### config.mk
export PLATFORM = sky130hd
export DESIGN_NAME = mem_fu_lsb
export DESIGN_NICKNAME = d
export VERILOG_FILES = /design/src/rtl/mem_fu_lsb_pkg.sv /design/src/rtl/mem_fu_lsb_load_align.sv /design/src/rtl/mem_fu_lsb.sv
export SDC_FILE = /design/constraint.sdc
export NUM_CORES = 1
export LEC_CHECK = 0
export BUFFER_PORTS_ARGS = -buffer_cell sky130_fd_sc_hd__buf_4
export CORE_MARGIN = 10
export CORE_UTILIZATION = 43
export DETAILED_ROUTE_END_ITERATION = 7
export PLACE_DENSITY = 0.63
export SLEW_MARGIN = 20
export SYNTH_ARGS = -nofsm -noshare
export SYNTH_HDL_FRONTEND = slang
export SYNTH_SLANG_ARGS = --single-unit
### constraint.sdc
create_clock -name clock -period 5.6 [get_ports clock]
set_input_delay 0.56 -clock clock [delete_from_list [all_inputs] [get_ports clock]]
set_output_delay 0.56 -clock clock [all_outputs]
set_load 0.01 [all_outputs]
### src/rtl/mem_fu_lsb_pkg.sv
// Shared definitions for the memory functional unit: MEM_FUNC opcodes and load-buffer entry states.
package mem_fu_lsb_pkg;

    typedef logic [3:0] mem_func_t;

    localparam mem_func_t MEM_LB           = 4'h0;
    localparam mem_func_t MEM_LH           = 4'h1;
    localparam mem_func_t MEM_LW           = 4'h2;
    localparam mem_func_t MEM_LOAD_DOUBLE  = 4'h3;
    localparam mem_func_t MEM_LBU          = 4'h4;
    localparam mem_func_t MEM_LHU          = 4'h5;
    localparam mem_func_t MEM_SB           = 4'h8;
    localparam mem_func_t MEM_SH           = 4'h9;
    localparam mem_func_t MEM_SW           = 4'hA;
    localparam mem_func_t MEM_STORE_DOUBLE = 4'hB;

    typedef logic [1:0] lb_state_t;

    localparam lb_state_t LB_FREE  = 2'd0;
    localparam lb_state_t LB_PEND  = 2'd1;
    localparam lb_state_t LB_READY = 2'd2;

    // Every store opcode has bit 3 set; all remaining codes are loads.
    function automatic logic func_is_store(input mem_func_t f);
        return f[3];
    endfunction

endpackage

### src/rtl/mem_fu_lsb_load_align.sv
// Load data alignment: picks the word (forwarded or from the line), then the byte/half, and extends it.
module mem_fu_lsb_load_align
    import mem_fu_lsb_pkg::*;
#(
    parameter int XLEN      = 32,
    parameter int LINE_BITS = 64
) (
    input  logic [LINE_BITS-1:0] line_i,
    input  logic                 fwd_valid_i,
    input  logic [XLEN-1:0]      fwd_data_i,
    input  logic [2:0]           addr_lo_i,
    input  mem_func_t            func_i,
    output logic [XLEN-1:0]      data_o
);

    function automatic logic [XLEN-1:0] ext8(input logic [7:0] b, input logic sgn);
        return {{(XLEN-8){sgn & b[7]}}, b};
    endfunction

    function automatic logic [XLEN-1:0] ext16(input logic [15:0] h, input logic sgn);
        return {{(XLEN-16){sgn & h[15]}}, h};
    endfunction

    logic [XLEN-1:0] word;
    logic [7:0]      byte_sel;
    logic [15:0]     half_sel;

    // Forwarded data already is the addressed word, so the line-word select is bypassed.
    assign word = fwd_valid_i ? fwd_data_i
                : (addr_lo_i[2] ? line_i[2*XLEN-1:XLEN] : line_i[XLEN-1:0]);

    always_comb begin
        case (addr_lo_i[1:0])
            2'd0:    byte_sel = word[7:0];
            2'd1:    byte_sel = word[15:8];
            2'd2:    byte_sel = word[23:16];
            default: byte_sel = word[31:24];
        endcase
        half_sel = addr_lo_i[1] ? word[31:16] : word[15:0];
    end

    always_comb begin
        case (func_i)
            MEM_LB:  data_o = ext8(byte_sel, 1'b1);
            MEM_LBU: data_o = ext8(byte_sel, 1'b0);
            MEM_LH:  data_o = ext16(half_sel, 1'b1);
            MEM_LHU: data_o = ext16(half_sel, 1'b0);
            default: data_o = word;
        endcase
    end

endmodule

### src/rtl/mem_fu_lsb.sv
// Memory functional unit: address generation, store hand-off, LQ_DEPTH-entry load buffer and CDB arbitration.
// Optional ISSUE_BYPASS_EN: a load issued while nothing is PEND is probed in its own issue cycle.
module mem_fu_lsb
    import mem_fu_lsb_pkg::*;
#(
    parameter int LQ_DEPTH  = 4,
    parameter int XLEN      = 32,
    parameter int TAG_W     = 6,
    parameter int SQ_IDX_W  = 3,
    parameter int LINE_BITS = 64
) (
    input  logic                 clock,
    input  logic                 reset,
    input  logic                 flush,
    input  logic                 issue_valid,
    output logic                 issue_ready,
    input  mem_func_t            issue_func,
    input  logic [XLEN-1:0]      issue_rs1,
    input  logic [XLEN-1:0]      issue_rs2,
    input  logic [XLEN-1:0]      issue_imm,
    input  logic [SQ_IDX_W-1:0]  issue_sq_idx,
    input  logic [TAG_W-1:0]     issue_dest_tag,
    output logic                 sq_entry_valid,
    output logic [XLEN-1:0]      sq_entry_addr,
    output logic [XLEN-1:0]      sq_entry_data,
    output logic [SQ_IDX_W-1:0]  sq_entry_idx,
    output logic                 sq_lookup_valid,
    output logic [XLEN-1:0]      sq_lookup_addr,
    output logic [SQ_IDX_W-1:0]  sq_lookup_tail,
    input  logic                 sq_fwd_valid,
    input  logic [XLEN-1:0]      sq_fwd_data,
    output logic                 dc_req_valid,
    output logic [XLEN-1:0]      dc_req_addr,
    input  logic                 dc_resp_valid,
    input  logic [LINE_BITS-1:0] dc_resp_data,
    output logic                 cdb_request,
    output logic [TAG_W-1:0]     cdb_tag,
    output logic [XLEN-1:0]      cdb_data,
    input  logic                 cdb_grant
);

    localparam int IDX_W = (LQ_DEPTH > 1) ? $clog2(LQ_DEPTH) : 1;

    typedef logic [IDX_W-1:0] idx_t;

    typedef struct packed {
        logic [TAG_W-1:0]    tag;
        logic [XLEN-1:0]     addr;
        logic [SQ_IDX_W-1:0] sq_tail;
        mem_func_t           func;
        logic [XLEN-1:0]     data;
    } lb_entry_t;

    lb_state_t state_q [LQ_DEPTH];
    lb_state_t state_d [LQ_DEPTH];
    lb_entry_t ent_q   [LQ_DEPTH];
    lb_entry_t ent_d   [LQ_DEPTH];
    idx_t      rr_q, rr_d;
    logic      sd_valid_q, sd_valid_d;
    logic      lock_valid_q, lock_valid_d;
    logic      lock_store_q, lock_store_d;
    idx_t      lock_idx_q, lock_idx_d;

    logic      sel_valid, sel_store, grant_load;
    idx_t      sel_idx;

    // A presented result is latched until granted so tag/data never change under the arbiter.
    always_comb begin
        sel_valid = 1'b0;
        sel_store = 1'b0;
        sel_idx   = '0;
        if (lock_valid_q) begin
            sel_valid = 1'b1;
            sel_store = lock_store_q;
            sel_idx   = lock_idx_q;
        end else if (sd_valid_q) begin
            sel_valid = 1'b1;
            sel_store = 1'b1;
        end else begin
            for (int i = LQ_DEPTH - 1; i >= 0; i--) begin
                if (state_q[i] == LB_READY) begin
                    sel_valid = 1'b1;
                    sel_idx   = idx_t'(i);
                end
            end
        end
    end

    assign grant_load  = cdb_grant && sel_valid && !sel_store;
    assign cdb_request = sel_valid;
    assign cdb_tag     = (sel_valid && !sel_store) ? ent_q[sel_idx].tag  : '0;
    assign cdb_data    = (sel_valid && !sel_store) ? ent_q[sel_idx].data : '0;

    logic [LQ_DEPTH-1:0] avail;
    logic                any_avail, any_pend;
    idx_t                alloc_idx;

    // An entry granted this cycle counts as free so it can be reallocated at the same edge.
    always_comb begin
        avail     = '0;
        any_avail = 1'b0;
        any_pend  = 1'b0;
        alloc_idx = '0;
        for (int i = LQ_DEPTH - 1; i >= 0; i--) begin
            avail[i] = (state_q[i] == LB_FREE) || (grant_load && sel_idx == idx_t'(i));
            if (avail[i]) begin
                any_avail = 1'b1;
                alloc_idx = idx_t'(i);
            end
            if (state_q[i] == LB_PEND) any_pend = 1'b1;
        end
    end

    logic            issue_fire, store_fire, load_fire;
    logic [XLEN-1:0] eff_addr;

    assign issue_ready = !reset && !flush && any_avail && !sd_valid_q;
    assign issue_fire  = issue_valid && issue_ready;
    assign store_fire  = issue_fire && func_is_store(issue_func);
    assign load_fire   = issue_fire && !func_is_store(issue_func);
    assign eff_addr    = issue_rs1 + issue_imm;

    assign sq_entry_valid = store_fire;
    assign sq_entry_addr  = store_fire ? eff_addr     : '0;
    assign sq_entry_data  = store_fire ? issue_rs2    : '0;
    assign sq_entry_idx   = store_fire ? issue_sq_idx : '0;

    logic rr_found;
    idx_t rr_idx;
    int   scan;

    // Round-robin search for the first PEND entry at or after rr_q.
    always_comb begin
        rr_found = 1'b0;
        rr_idx   = '0;
        scan     = 0;
        for (int k = LQ_DEPTH - 1; k >= 0; k--) begin
            scan = int'(rr_q) + k;
            if (scan >= LQ_DEPTH) scan = scan - LQ_DEPTH;
            if (state_q[idx_t'(scan)] == LB_PEND) begin
                rr_found = 1'b1;
                rr_idx   = idx_t'(scan);
            end
        end
    end

    logic bypass;
`ifdef ISSUE_BYPASS_EN
    assign bypass = load_fire && !any_pend;
`else
    assign bypass = 1'b0;
`endif

    logic                probe_valid, probe_hit;
    logic [XLEN-1:0]     probe_addr, align_data;
    logic [SQ_IDX_W-1:0] probe_tail;
    mem_func_t           probe_func;

    assign probe_valid = rr_found || bypass;
    assign probe_addr  = bypass ? eff_addr     : ent_q[rr_idx].addr;
    assign probe_tail  = bypass ? issue_sq_idx : ent_q[rr_idx].sq_tail;
    assign probe_func  = bypass ? issue_func   : ent_q[rr_idx].func;
    assign probe_hit   = probe_valid && (sq_fwd_valid || dc_resp_valid);

    assign sq_lookup_valid = probe_valid;
    assign sq_lookup_addr  = probe_valid ? probe_addr : '0;
    assign sq_lookup_tail  = probe_valid ? probe_tail : '0;
    assign dc_req_valid    = probe_valid && !sq_fwd_valid;
    assign dc_req_addr     = probe_valid ? probe_addr : '0;

    mem_fu_lsb_load_align #(
        .XLEN      (XLEN),
        .LINE_BITS (LINE_BITS)
    ) u_align (
        .line_i      (dc_resp_data),
        .fwd_valid_i (sq_fwd_valid),
        .fwd_data_i  (sq_fwd_data),
        .addr_lo_i   (probe_addr[2:0]),
        .func_i      (probe_func),
        .data_o      (align_data)
    );

    // Probe result, then grant release, then allocation: free-before-alloc lets a slot turn over in one edge.
    always_comb begin
        state_d    = state_q;
        ent_d      = ent_q;
        rr_d       = rr_q;
        sd_valid_d = sd_valid_q;
        if (rr_found) begin
            rr_d = (rr_idx == idx_t'(LQ_DEPTH - 1)) ? '0 : rr_idx + idx_t'(1);
            if (probe_hit) begin
                state_d[rr_idx]    = LB_READY;
                ent_d[rr_idx].data = align_data;
            end
        end
        if (cdb_grant && sel_valid) begin
            if (sel_store) sd_valid_d = 1'b0;
            else           state_d[sel_idx] = LB_FREE;
        end
        if (store_fire) sd_valid_d = 1'b1;
        if (load_fire) begin
            state_d[alloc_idx] = (bypass && probe_hit) ? LB_READY : LB_PEND;
            ent_d[alloc_idx]   = '{tag:     issue_dest_tag,
                                   addr:    eff_addr,
                                   sq_tail: issue_sq_idx,
                                   func:    issue_func,
                                   data:    align_data};
        end
        lock_valid_d = sel_valid && !cdb_grant;
        lock_store_d = sel_store;
        lock_idx_d   = sel_idx;
    end

    always_ff @(posedge clock) begin
        if (reset || flush) begin
            for (int i = 0; i < LQ_DEPTH; i++) state_q[i] <= LB_FREE;
            rr_q         <= '0;
            sd_valid_q   <= 1'b0;
            lock_valid_q <= 1'b0;
        end else begin
            state_q      <= state_d;
            rr_q         <= rr_d;
            sd_valid_q   <= sd_valid_d;
            lock_valid_q <= lock_valid_d;
        end
        lock_store_q <= lock_store_d;
        lock_idx_q   <= lock_idx_d;
    end

    always_ff @(posedge clock) begin
        ent_q <= ent_d;
    end

endmodule
# == Word-level counts from Yosys, hierarchy flattened ==
# Index checks and enable logic that the tools add are counted.
# op_classes
add_sub_neg,9
order_cmp,14
n_bitwise,15
muxes,88
n_reduce_logical,42
n_eq_ne,17
# ops
operator,n
308-bit two-way mux,3
308-bit bitwise mux,2
77-bit binary-select mux with 2-bit select,2
77-bit demux with 2-bit select,2
77-bit two-way mux,3
32-bit two-way mux,7
71-bit two-way mux,2
32-bit one-hot mux with 4 select lines,1
2-bit two-way mux,30
8-bit two-way mux,5
32-bit adder,1
"3-bit greater-or-equal comparator, second input constant",10
8-bit one-hot mux with 3 select lines,1
2-bit inverter with 3-bit output,7
1-bit logical AND,19
1-bit two-way mux,19
2-bit binary-select mux with 2-bit select,4
"2-bit == test, second input constant",8
16-bit two-way mux,1
2-bit demux with 2-bit select,3
"2-bit by 1-bit == test with 1-bit output, second input constant",6
2-bit logical NOT,6
"3-bit by 1-bit < comparator with 1-bit output, second input constant",3
4-bit AND,2
other kinds (18),38
# word_totals
register_bits,323

# == Depth between registers and ports, before layout ==
# depth
depth_word,26
depth_mapped,15
ltp_nobuf,11

# == Hierarchy ==
# A second synthesis with hierarchy kept.
# hier_totals
cells_unflattened,1588
area_unflattened_um2,17678.2
# modules_own_cells
module,cells_each,n_inst,seq_area_each_um2,area_per_inst_um2
mem_fu_lsb,1391,1,8267.9,16270.6
mem_fu_lsb_load_align,197,1,0.0,1407.6

# == Worst setup path before layout ==
# Ideal clock, no wire load.
# synth_path
path_type,input port to output port
startpoint,in issue_rs1[0]
endpoint,out sq_entry_addr[28]
slack_ps,1599
arrival_ps,3441
path_buffers,0
t_required_ps,5040
cell_stages,11
cell_sequence,ha_1 > fa_1 > a211oi_1 > o21ai_0 > a2111oi_0 > nor3_1 > o21bai_1 > a211oi_1 > o31ai_1 > nor3b_1 > nor3_1
# synth_between
elab_chain_len,2
# synth_lines
element,line,source
"start, declared",mem_fu_lsb.sv:18,"input logic [XLEN-1:0] issue_rs1,"
32-bit adder,mem_fu_lsb.sv:121,assign eff_addr = issue_rs1 + issue_imm;
32-bit two-way mux,mem_fu_lsb.sv:124,assign sq_entry_addr = store_fire ? eff_addr : '0;
"end, declared",mem_fu_lsb.sv:24,"output logic [XLEN-1:0] sq_entry_addr,"
# No other way between the ends.

# == Final worst setup path ==
# Same ends and word-level chain as after synthesis.

==> out/metrics.yaml <==
floorplanning:
  core_area_um2: 40900
  die_h_um: 224
  dieArea_um2: 50100
  fp.dieW_um: 224
  io_pins: 389
  start_util_pct: 43.7
  row_count: 74
cts:
  clkTransAtPathRegs_ns: 0.06
  cts_buffers: 36
  cts_setup_buffers: 0
  clk_latency_ns: 0.52
  clockBufferDepth: 3
  cts_resized: 0
  cts_sinks: 323
  tritoncts: "yes"
  cts_root_buffer: "clkbuf_16"
  ctsHoldBuffers: 0
  h-tree-depth: 2
sta:
  finalClockSkew_ns: 0.0181
  rsz0062_at_grt: "false"
  max_freq_ghz: 0.212
  setup-violations-final: 0
  period_share_pct: 84.2
  slew_headroom_pct: 22.4
  drv_slew: 0
  fin_crit_ns: 4.72
  tns_ns: 0
  tightest_slew_ns: 1.16
  hold_slack_ns: 0.217
  hold_viol_final: 0
finish:
  drive_above_1_share_pct: 29.0
  layout.cells.non_filler: 2632
  syn_to_final_growth_pct: 23.8
  design_area_um2: 22100
  fin_nets: 2321
  antenna-diode-count: 0
synth:
  yosysUniqueCellTypes: 80
  yosys-mux-area-fraction_pct: 12.0
  synth-simple-area-share_pct: 17.4
  async_flop_share_pct: 0
  yosysTopAreaCell: "edfxtp_1"
  synth_commonest_cells: "nor2_1 (306), edfxtp_1 (180), dfxtp_1 (143)"
  synth_area_um2: 17900
  synth-xor-area-share_pct: 1.27
  yosysWarnings: 0
  synth_top_flop_cell: "edfxtp_1"
  synth-seq-cells: 323
  synth_top_area_share_pct: 30.2
  synth-seq-area-share_pct: 46.3
  synth_compound_area_share_pct: 15.3
  postSynthAreaPerCell_um2: 10.1
  synth_edf_count: 180
  synth.most_common_cell: "nor2_1"
  syn-instance-count: 1765
  ys_top_cells_by_area: "edfxtp_1 (30%), dfxtp_1 (16%), nor2_1 (6.4%)"
  synth_adder_area_share_pct: 2.56
  synth_top_family_by_area: "simple AND/OR/NAND/NOR gates"
detailed_routing:
  vias: 15000
  wire_per_inst_um: 21.6
  drc: 0
  ant_nets: 0
  drt-initial-drc-count: 1142
  avgViaCountPerCell: 5.71
  first_pass_iters: 5
  wirelength_um: 56900
setup_path:
  crit_type: "in -> out"
  cp-end-kind: "output pin"
  cp_data_required_time_ns: 5.04
  critPathArrivalTime_ns: 4.16
  cp_max_fo: 5
  cp-start-kind: "input pin"
power:
  max-vdd-ir-drop_v: 0.000166
  power_density_nw_per_um2: 255
  p_leak_uw: 0.00955
status:
  outcome: "completed"
placement:
  gp_congestion: 0.874
  dp_hpwl_um: 39900
  dp.cells: 2567
  buffer_ports.inserted: 388
  dpl_cell_area_um2: 21000
global_routing:
  grt_max_degree: 75
  grt_pass1_vias: 15000
  gr-usage-all-layers_pct: 21.5
  grt_first_pass_wirelength_um: 86900
  antenna_found_initial: 1
  grt-ovfl-total: 0
hold_path:
  min_path_type: "in -> reg"
flow_run:
  maxCapViolCount: 0
final timing paths:
kind / slack, ns / start / end / cells after the start
worst max-delay path: 0.88 / issue_rs1[0] / sq_entry_addr[28] / 14
worst min-delay path: 0.22 / cdb_grant / lock_valid_q / 2
worst max register to register: 1.03 / state_q[2] / ent_q[172] / 11
worst min register to register: 0.46 / ent_q[16] / ent_q[16] / 1
metrics by stage:
| stage | worst slack (ns) | power (µW) | utilization [%] |
|---|---|---|---|
| global placement | 0.893 | 3360 | 51.3 |
| floorplan | 1.60 | 3080 | - |
| detailed placement | 0.916 | 3380 | 51.3 |
| global route | 0.591 | 5850 | 54.1 |
| finish | 0.885 | 5650 | 54.1 |
| CTS | 0.865 | 5680 | 54.1 |
kinds of logic after synthesis:
family / after synthesis
simple gates: 666
buf+inv: 193
fa+ha+maj: 36
xor+xnor: 26
other cells: 1
compound gates: 361
flops: 323
mux: 159
state kept, by name, summed over array words and instances, names as in the netlist:
| register | flops |
|---|---|
| lock_idx_q | 2 |
| rr_q | 2 |
| lock_store_q | 1 |
| lock_valid_q | 1 |
| state_q | 8 |
| ent_q | 308 |
| sd_valid_q | 1 |
area by class of cell:
class,instances,area [µm²]
repair buffers,420,3150
multi-input cells,1252,8740
inverters,40,150
well taps,532,666
clock buffers,46,968
fillers,3646,18800
flip-flops and latches,323,8270
clock inverters,19,179
cells in the final DEF, fill, tap and decap left out, drive strengths merged, types with 7 or more instances in the layout:
master	synthesis	layout
buf	63	420
nor2	308	308
edfxtp	180	180
dfxtp	143	143
nand2	117	117
and2	83	83
mux2i	75	75
a31oi	73	73
and3	59	59
a211oi	52	52
mux2	46	46
clkbuf	90	46
o21ai	43	43
inv	40	41
mux4	38	38
a21oi	37	37
ha	35	35
nand3	30	30
o211ai	30	30
a211o	29	29
nor3	22	22
a221o	17	17
xor2	15	15
clkinv	0	15
nand2b	11	11
xnor2	11	11
nand3b	11	11
a221oi	10	10
a21o	8	8
nor2b	7	7
a22oi	7	7
layer usage:
layer	wire length (µm)	up-vias	global-route usage (%)
li1	-	7057	-
met1	22800	7297	26.0
met2	28400	599	37.7
met3	4150	80	4.44
met4	1490	0	6.69
met5	0	-	0
critical path: stages:
cell	delay [ns]
buf_4	0.11
ha_1	0.30
fa_1	0.46
a211oi_1	0.29
o21ai_0	0.17
a2111oi_0	0.43
buf_4	0.20
nor3_1	0.07
o21bai_1	0.33
a211oi_1	0.15
o31ai_1	0.29
nor3b_1	0.49
nor3_1	0.11
buf_4	0.17
where the power goes:
group | total, µW | switching (µW) | internal, µW
logic | 733 | 385 | 348
clock network | 2320 | 951 | 1360
registers | 2600 | 40.9 | 2560
total | 5650 | 1380 | 4280
(Power assumes the default switching activity.)
